`src/rtl/pulp_clock_div_pkg.sv`:
```
`default_nettype none
// ============================================================================
//  Module      : pulp_clock_div_pkg
//  Description : Shared types and helpers for the programmable clock-divider
//                controller: FSM state encoding, ratio clamping and the
//                high-phase length of a divided period.
//  Revision    : 1.0 - initial release
// ============================================================================
package pulp_clock_div_pkg;

  // Two-state controller: idle (divided clock parked low) or running.
  typedef enum logic [0:0] {
    IDLE = 1'b0,
    RUN  = 1'b1
  } state_e;

  // Ratios 0 and 1 cannot produce a distinct high and low phase, so they are
  // promoted to the smallest legal ratio.
  function automatic int unsigned clamp_div(input int unsigned n);
    return (n < 32'd2) ? 32'd2 : n;
  endfunction

  // High phase is the longer half for odd ratios: N=3 -> 2, N=255 -> 128.
  // Evaluated in 32 bits so (N+1) never overflows the ratio width.
  function automatic int unsigned high_len(input int unsigned n);
    return (n + 32'd1) >> 1;
  endfunction

endpackage : pulp_clock_div_pkg
`default_nettype wire

```
`src/rtl/pulp_clock_div_ctrl.sv`:
```
`default_nettype none
// ============================================================================
//  Module      : pulp_clock_div_ctrl
//  Description : Programmable integer clock-divider controller. Produces a
//                registered divided clock, a per-period strobe and a busy
//                flag. New ratios arrive over a valid/ready handshake, are
//                held as a single pending entry and are applied only at a
//                period boundary so the divided clock never glitches.
//  Ports       : clk_i        source clock
//                rst_i        asynchronous reset, active-high
//                en_i         run request (level)
//                div_i        requested ratio (0/1 clamped to 2)
//                div_valid_i  div_i valid
//                div_ready_o  a ratio can be accepted (no ratio pending)
//                clk_div_o    registered divided clock
//                period_o     one-cycle pulse per divided-clock rising edge
//                busy_o       controller is running
//                div_q_o      ratio currently in effect
//  Revision    : 1.0 - initial release
// ============================================================================
module pulp_clock_div_ctrl
  import pulp_clock_div_pkg::*;
#(
  parameter int unsigned DIV_W     = 8,
  parameter int unsigned RESET_DIV = 2
) (
  input  logic             clk_i,
  input  logic             rst_i,
  input  logic             en_i,
  input  logic [DIV_W-1:0] div_i,
  input  logic             div_valid_i,
  output logic             div_ready_o,
  output logic             clk_div_o,
  output logic             period_o,
  output logic             busy_o,
  output logic [DIV_W-1:0] div_q_o
);

  localparam logic [DIV_W-1:0] C_RESET_DIV = DIV_W'(clamp_div(RESET_DIV));

  state_e           state_q, state_d;
  logic [DIV_W-1:0] cnt_q, cnt_d;
  logic [DIV_W-1:0] div_q, div_d;
  logic [DIV_W-1:0] pend_q, pend_d;
  logic             pend_vld_q, pend_vld_d;
  logic             clk_div_q, clk_div_d;
  logic             period_q, period_d;

  logic             w_last;
  logic             w_start;
  logic             w_xfer;
  logic [DIV_W-1:0] w_cnt_nxt;
  logic [DIV_W-1:0] w_high;
  logic [DIV_W-1:0] w_div_clamped;

  // div_q is always >= 2, so div_q-1 never underflows.
  assign w_last        = (cnt_q == (div_q - 1'b1));
  // A period starts either from IDLE or at the wrap point of a running period.
  assign w_start       = en_i && ((state_q == IDLE) || w_last);
  // Only one ratio may wait; ready is simply "nothing pending".
  assign w_xfer        = div_valid_i && !pend_vld_q;
  assign w_cnt_nxt     = cnt_q + 1'b1;
  assign w_high        = DIV_W'(high_len(32'(div_q)));
  assign w_div_clamped = DIV_W'(clamp_div(32'(div_i)));

  always_comb begin
    state_d    = state_q;
    cnt_d      = cnt_q;
    div_d      = div_q;
    pend_d     = pend_q;
    pend_vld_d = pend_vld_q;
    clk_div_d  = clk_div_q;
    period_d   = 1'b0;

    // A transfer can only happen while nothing is pending, so it never
    // collides with the pending entry being consumed below. A ratio taken
    // on a start cycle therefore waits for the following boundary.
    if (w_xfer) begin
      pend_d     = w_div_clamped;
      pend_vld_d = 1'b1;
    end

    if (w_start) begin
      state_d   = RUN;
      cnt_d     = '0;
      clk_div_d = 1'b1;
      period_d  = 1'b1;
      if (pend_vld_q) begin
        div_d      = pend_q;
        pend_vld_d = 1'b0;
      end
    end else if (state_q == RUN) begin
      if (w_last) begin
        // en_i low at the final cycle: finish the low phase and park.
        state_d   = IDLE;
        cnt_d     = '0;
        clk_div_d = 1'b0;
      end else begin
        cnt_d     = w_cnt_nxt;
        clk_div_d = (w_cnt_nxt < w_high);
      end
    end
  end

  // The asynchronous reset drops clk_div_o immediately; the downstream
  // domain is held in reset as well, so a truncated high phase is harmless.
  always_ff @(posedge clk_i or posedge rst_i) begin
    if (rst_i) begin
      state_q    <= IDLE;
      cnt_q      <= '0;
      div_q      <= C_RESET_DIV;
      pend_q     <= C_RESET_DIV;
      pend_vld_q <= 1'b0;
      clk_div_q  <= 1'b0;
      period_q   <= 1'b0;
    end else begin
      state_q    <= state_d;
      cnt_q      <= cnt_d;
      div_q      <= div_d;
      pend_q     <= pend_d;
      pend_vld_q <= pend_vld_d;
      clk_div_q  <= clk_div_d;
      period_q   <= period_d;
    end
  end

  assign div_ready_o = !pend_vld_q;
  assign clk_div_o   = clk_div_q;
  assign period_o    = period_q;
  assign busy_o      = (state_q == RUN);
  assign div_q_o     = div_q;

endmodule : pulp_clock_div_ctrl
`default_nettype wire

```
`config.mk`:
```
export PLATFORM = sky130hd
export DESIGN_NAME = pulp_clock_div_ctrl
export DESIGN_NICKNAME = d
export VERILOG_FILES = /design/src/rtl/pulp_clock_div_pkg.sv /design/src/rtl/pulp_clock_div_ctrl.sv
export SDC_FILE = /design/constraint.sdc
export NUM_CORES = 1
export LEC_CHECK = 0
export ABC_AREA = 1
export CAP_MARGIN = 20
export CELL_PAD_IN_SITES_DETAIL_PLACEMENT = 0
export CELL_PAD_IN_SITES_GLOBAL_PLACEMENT = 2
export CORE_ASPECT_RATIO = 0.6
export CORE_MARGIN = 4
export CORE_UTILIZATION = 32
export DETAILED_ROUTE_END_ITERATION = 10
export PLACE_DENSITY_LB_ADDON = 0.08
export SETUP_SLACK_MARGIN = 0.2
export SLEW_MARGIN = 30
export SYNTH_ARGS = -nofsm -noshare
export SYNTH_HDL_FRONTEND = slang
export SYNTH_SLANG_ARGS = --single-unit
```
`constraint.sdc`:
```
create_clock -name clk_i -period 2.6 [get_ports clk_i]
set_input_delay 0.39 -clock clk_i [delete_from_list [all_inputs] [get_ports clk_i]]
set_output_delay 0.39 -clock clk_i [all_outputs]
set_load 0.01 [all_outputs]
```
==> impl_metrics.ini, run 1 <==
[status]
outcome = completed

[clock_network]
clk_path_buf_depth = 2
numCtsBuffers = 3
ctsRootBufferMaster = clkbuf_8
htreeDepth = 1
cts_tree = built
holdBufCountCts = 0
clock-sinks = 28
path_clk_slew_ns = 0.09
clk_latency_ns = 0.28

[sta]
rsz0062_at_grt = false
final-hold-violation-count = 0
period_needed_ns = 2.18
slew_headroom = 0.497
fin_crit_sh = 0.837
finalClockSkew_ns = 0.0108
worst_pin_slew_ns = 0.754
drv_slew = 0
setup_viol = 0
max_freq_mhz = 460
fin_tns_setup_ns = 0

[die]
initial_utilization = 0.335
die_y_um = 67.4
rows = 21
dieWidth_um = 107
ios = 24
design.core.area_sq_um = 5620
die_area_sq_um = 7220

[critical_path]
timing.critical_path.mode_cell = nand2_1
cp.arrival_ns = 2.39
critPathRequiredTime_ns = 2.81
path_cells = inv_1, ha_4, inv_1, nand2_1, nand2_1, nor2_1, nand2_1, nor2_2, nand2_2, nor2_4, nand3_4, nand2_8, buf_4, nand4_1, nand2_1
crit_slowest_cell = dfstp_2
path_class = flip-flop to flip-flop
crit_family = simple AND/OR/NAND/NOR gates
max_stage_delay_ns = 0.57
critPathBufInv = 3
end_kind = flip-flop
startpoint_type = flip-flop
crit_fanout = 6

[synthesis]
netlist_area_sq_um = 1880
ys_warn_count = 0
syn_area_per_cell_sq_um = 7.81
synth_cells = 241
synth_ff_type = dfrtp_1
syn-num-nets = 263
yosysMostFrequentCell = nand2_1
yosysSeqAreaShare = 0.373
ys_top_cells_by_count = 78 x nand2_1, 29 x inv_1, 26 x dfrtp_1, 16 x nor2_1, 12 x nand3_1
synth_cell_types = 30
synthArstFlopShare = 1.00
synth_edf_count = 0
yosysTopAreaCellShare = 0.346
synthTopCellsByArea = dfrtp_1 35%, nand2_1 16%, ha_1 6.6%
yosysTopAreaCell = dfrtp_1
synth-seq-cells = 28

[final_layout]
fillers = 626
syn2layout_area_growth_pct = 25.0
layout.nets = 296
final_layout_size_suffix_gt1_frac = 0.165
n_antenna_cell = 0

[placement]
place_hpwl_um = 3930
gp_congestion = 0.807
port_buffers = 23

[global_route]
first_global_vias = 1578
track_usage = 0.153
grt_max_degree = 21
grt_antenna_before_repair = 0
grt_first_pass_wirelength_um = 8580
overflow = 0

[detailed_routing]
remaining_drc_errors = 0
via_per_inst = 4.49
dr.pass1.iters = 4
detail_route.wl_per_cell_um = 13.8
drt-initial-drc-count = 58
wl_um = 4870
ant_nets = 0
vias = 1585

[worst_hold_path]
holdCritPathClass = flip-flop to flip-flop

[flow_run]
maxCapViolations = 0

[pwr]
totalPowerFinal_uw = 3010
p_per_area_nw_per_um2 = 1280
p_leak_uw = 0.00118
max-vdd-ir-drop_mv = 0.448
[worst register-to-register path, delay by kind of cell (launching register included)]
family	cells	cell delay (ns)
adders and majority gates	1	0.29
buffers and inverters	3	0.30
DFF	1	0.57
and+or+nand+nor	11	0.97
[where the power goes]
part,total (uW),internal (uW),switching [uW]
sequential,904,640,263
clock,271,136,135
combinational,1840,808,1030
total,3010,1580,1430
[cells in the final DEF (no fill, tap or decap), drive strengths merged]
| master | netlist | final |
|---|---|---|
| ha | 10 | 10 |
| inv | 35 | 35 |
| buf | 5 | 11 |
| nand3 | 14 | 14 |
| xor2 | 11 | 11 |
| dfstp | 2 | 2 |
| xnor2 | 2 | 2 |
| nor3b | 1 | 1 |
| dfrtp | 26 | 26 |
| nand4 | 10 | 10 |
| clkbuf | 1 | 4 |
| a21oi | 5 | 5 |
| clkdlybuf4s50 | 0 | 23 |
| nor3 | 3 | 3 |
| xnor3 | 1 | 1 |
| nand2 | 80 | 80 |
| nor4 | 1 | 1 |
| nor2 | 20 | 20 |
| o22ai | 4 | 4 |
| mux2 | 6 | 6 |
| o21ai | 4 | 4 |
[cell families after synthesis]
| logic type | synth area share |
|---|---|
| flip-flops | 0.373 |
| multiplexers | 0.0359 |
| XOR/XNOR | 0.0724 |
| buffers and inverters | 0.0997 |
| AO/OA/AOI/OAI | 0.0372 |
| AND/OR/NAND/NOR | 0.315 |
| adder cells (fa/ha/maj) | 0.0664 |
[what timing repair did]
item,in CTS,in global routing
endpoints found under the setup margin,7,18
buffers inserted,3,3
gates resized for setup,1,10
pin swaps,1,0
[area by class of cell]
cell class | count | area, sq um | area share
tap | 80 | 100 | 0.0425
timing repair buffer | 34 | 313 | 0.133
clock buffer | 4 | 55.1 | 0.0234
inverter | 35 | 131 | 0.0558
multi-input combinational | 172 | 1050 | 0.447
sequential | 28 | 703 | 0.299
[worst paths after layout]
check                      cells after the start  startpoint    endpoint  slack (ns)
setup / recovery                              15  div_q_o[1]  div_q_o[0]        0.42
hold / removal                                 2  div_q_o[1]  div_q_o[1]        0.49
setup reg to reg                              15  div_q_o[1]  div_q_o[0]        0.42
hold reg to reg                                2  div_q_o[1]  div_q_o[1]        0.49
max in group asynchronous                      3       rst_i    cnt_q[7]        1.50
min in group asynchronous                      2       rst_i  div_q_o[4]        0.54
[per-stage QoR]
stage	instance area [sq um]	hold WS [ns]	cells	setup slack, ns	util
after floorplan	1880	0.454	241	0.596	-
after detailed placement	2190	0.480	343	0.162	0.390
after CTS	2280	0.498	350	0.237	0.406
after global placement	2190	0.475	343	0.133	0.390
after global routing	2350	0.509	353	0.210	0.419
final	2350	0.491	353	0.424	0.419
[flip-flops by register name, indices dropped and copies added (netlist names)]
name and count:
pend_vld_q 1, clk_div_o 1, cnt_q 8, busy_o 1, pend_q 8, period_o 1
div_q_o 8
[per-layer routing]
| metal | GRT usage | up-vias | wire length (um) |
|---|---|---|---|
| li1 | - | 826 | - |
| met1 | 0.248 | 733 | 2890 |
| met2 | 0.210 | 23 | 1780 |
| met3 | 0.0287 | 3 | 193 |
| met4 | 0.0144 | 0 | 10 |
| met5 | 0 | - | 0 |
No activity file was read; power rests on OpenSTA's default activity.
==> run 2: changes to the inputs <==
CORE_UTILIZATION = 29   (was 32)
clock period = 1.95 ns   (was 2.6 ns; I/O delays follow)
==> run 2 against run 1 <==
Against the previous run:
- the flow now finishes with violations (negative setup slack)
- sequential share of layout area shrank 3.0 points
- clock-buffer cell count did not move
- core utilization grew 0.59 points
- sequential power grew 26%
- final area is 12% higher
- combinational power up 59%
- global-route usage decreased by 1.7 points
- cell count is 8.5% higher
- sequential cell count is the same
- setup slack worse by 0.57 ns
- largest power group unchanged
==> impl_metrics.ini, run 2 (synthesis results as in run 1) <==
[detailed_routing]
via_per_inst = 4.30
dr.pass1.iters = 4
detail_route.wl_per_cell_um = 13.7
drt-initial-drc-count = 57
ant_nets = 0
vias = 1647
remaining_drc_errors = 0
wl_um = 5260

[worst_hold_path]
holdCritPathClass = primary input to asynchronous set/reset pin

[critical_path]
critical_path.startpoint = div_q_o[1]
path_class = flip-flop to flip-flop
r2r_start = div_q_o[1]
startpoint_type = flip-flop
end_kind = flip-flop
cp.arrival_ns = 2.27
critPathRequiredTime_ns = 2.12
crit_fanout = 2

[global_route]
track_usage = 0.136
overflow = 0
grt_antenna_before_repair = 0
grt_max_degree = 29
first_global_vias = 1592
grt_first_pass_wirelength_um = 8450

[sta]
period_needed_ns = 2.09
fin_crit_sh = 1.07
drv_slew = 0
max_freq_mhz = 477
worst_pin_slew_ns = 0.496
final-hold-violation-count = 0
slew_headroom = 0.668
whs_ns = 0.384
layout_setup_ws_ns = -0.145
rsz0062_at_grt = true
setup_viol = 15
finalClockSkew_ns = 0.0124

[pwr]
max-vdd-ir-drop_mv = 0.587
p_leak_uw = 0.00136
p_per_area_nw_per_um2 = 1670

[die]
die_y_um = 70.4
rows = 22
initial_utilization = 0.304
ios = 24
dieWidth_um = 112
design.core.area_sq_um = 6190
die_area_sq_um = 7890

[clock_network]
clk_path_buf_depth = 2
cts_tree = built
ctsRootBufferMaster = clkbuf_8
clock-sinks = 28
path_clk_slew_ns = 0.10
htreeDepth = 1
clk_latency_ns = 0.28
numCtsBuffers = 3

[placement]
port_buffers = 23
pre_cts_ws_ns = -0.260
place_hpwl_um = 4230
gp_congestion = 0.785
dp.cells = 374

[final_layout]
post_layout_nonfiller_instances = 383
fillers = 627
n_antenna_cell = 0
final_layout_size_suffix_gt1_frac = 0.271
syn2layout_area_growth_pct = 39.6
layout.nets = 322
mostFrequentLayoutCells = 75 x nand2_1, 31 x buf_4, 27 x inv_1
fin_util = 0.424
final_common_cell = nand2_1

[status]
outcome = finished, violations left
violations = negative setup slack

[flow_run]
maxCapViolations = 0
## run 2: cell types whose count changed in the layout (fill, tap and decap cells not counted), sizes merged
cell,change
clkdlybuf4s50,-3
dlygate4sd2,+1
buf,+26
dlymetal6s2s,+2
## run 2: power by group
part	leakage, uW	total (uW)	internal, uW	switching, uW
clock network	0.0000228	335	147	188
registers	0.000339	1140	857	284
logic	0.00100	2920	1380	1550
total	0.00136	4400	2380	2020
## run 2: worst paths after layout
kind / to / slack [ns] / cells past startpoint
worst min-delay path: cnt_q[4] / 0.38 / 3
worst min register to register: pend_q[0] / 0.50 / 2
min in group clk_i: pend_q[0] / 0.50 / 2
worst max register to register: clk_div_o / -0.14 / 16
worst max-delay path: clk_div_o / -0.14 / 16
max in group asynchronous: div_q_o[1] / 1.25 / 3
## run 2: repair_timing
action,CTS,global route
endpoints found under the setup margin,23,25
pin swaps,7,13
hold buffers,0,0
resized for setup,15,11
setup buffers,1,4
## run 2: per-stage QoR
stage                     instance area, sq um  setup TNS (ns)  total power [uW]
after floorplan                           1910               0              2920
after global placement                    2440          -0.276              3960
after detailed placement                  2440          -0.498              3950
after CTS                                 2560           -1.12              4380
after global routing                      2630           -4.44              4840
final                                     2630          -0.850              4400
## run 2: final cells by class
type | count | area (sq um) | share of cell area
clock buffer | 4 | 45.0 | 0.0171
timing repair buffer | 60 | 543 | 0.207
multi-input combinational | 172 | 1100 | 0.418
inverter | 35 | 131 | 0.0500
tap | 84 | 105 | 0.0400
sequential | 28 | 706 | 0.268
## run 2: layer usage
layer | vias up | track usage | wire, um
met2 | 16 | 0.190 | 1980
met1 | 749 | 0.219 | 3150
met3 | 3 | 0.0294 | 121
met5 | - | 0 | 0
li1 | 879 | - | -
met4 | 0 | 0.00800 | 6
## run 2: worst max-delay path, cell delays in order, from the launching register on
cell and delay, ns:
dfstp_2 0.55, buf_6 0.10, ha_4 0.14, nand3_4 0.08, xor2_1 0.17, ha_1 0.30, nand2_1 0.06, inv_1 0.04
nand2_1 0.05, nand2_1 0.08, nand2_1 0.06, nand2_1 0.06, nand2_1 0.05, nand2_1 0.05, nand2_1 0.07, nand4_1 0.08
nand3_1 0.07
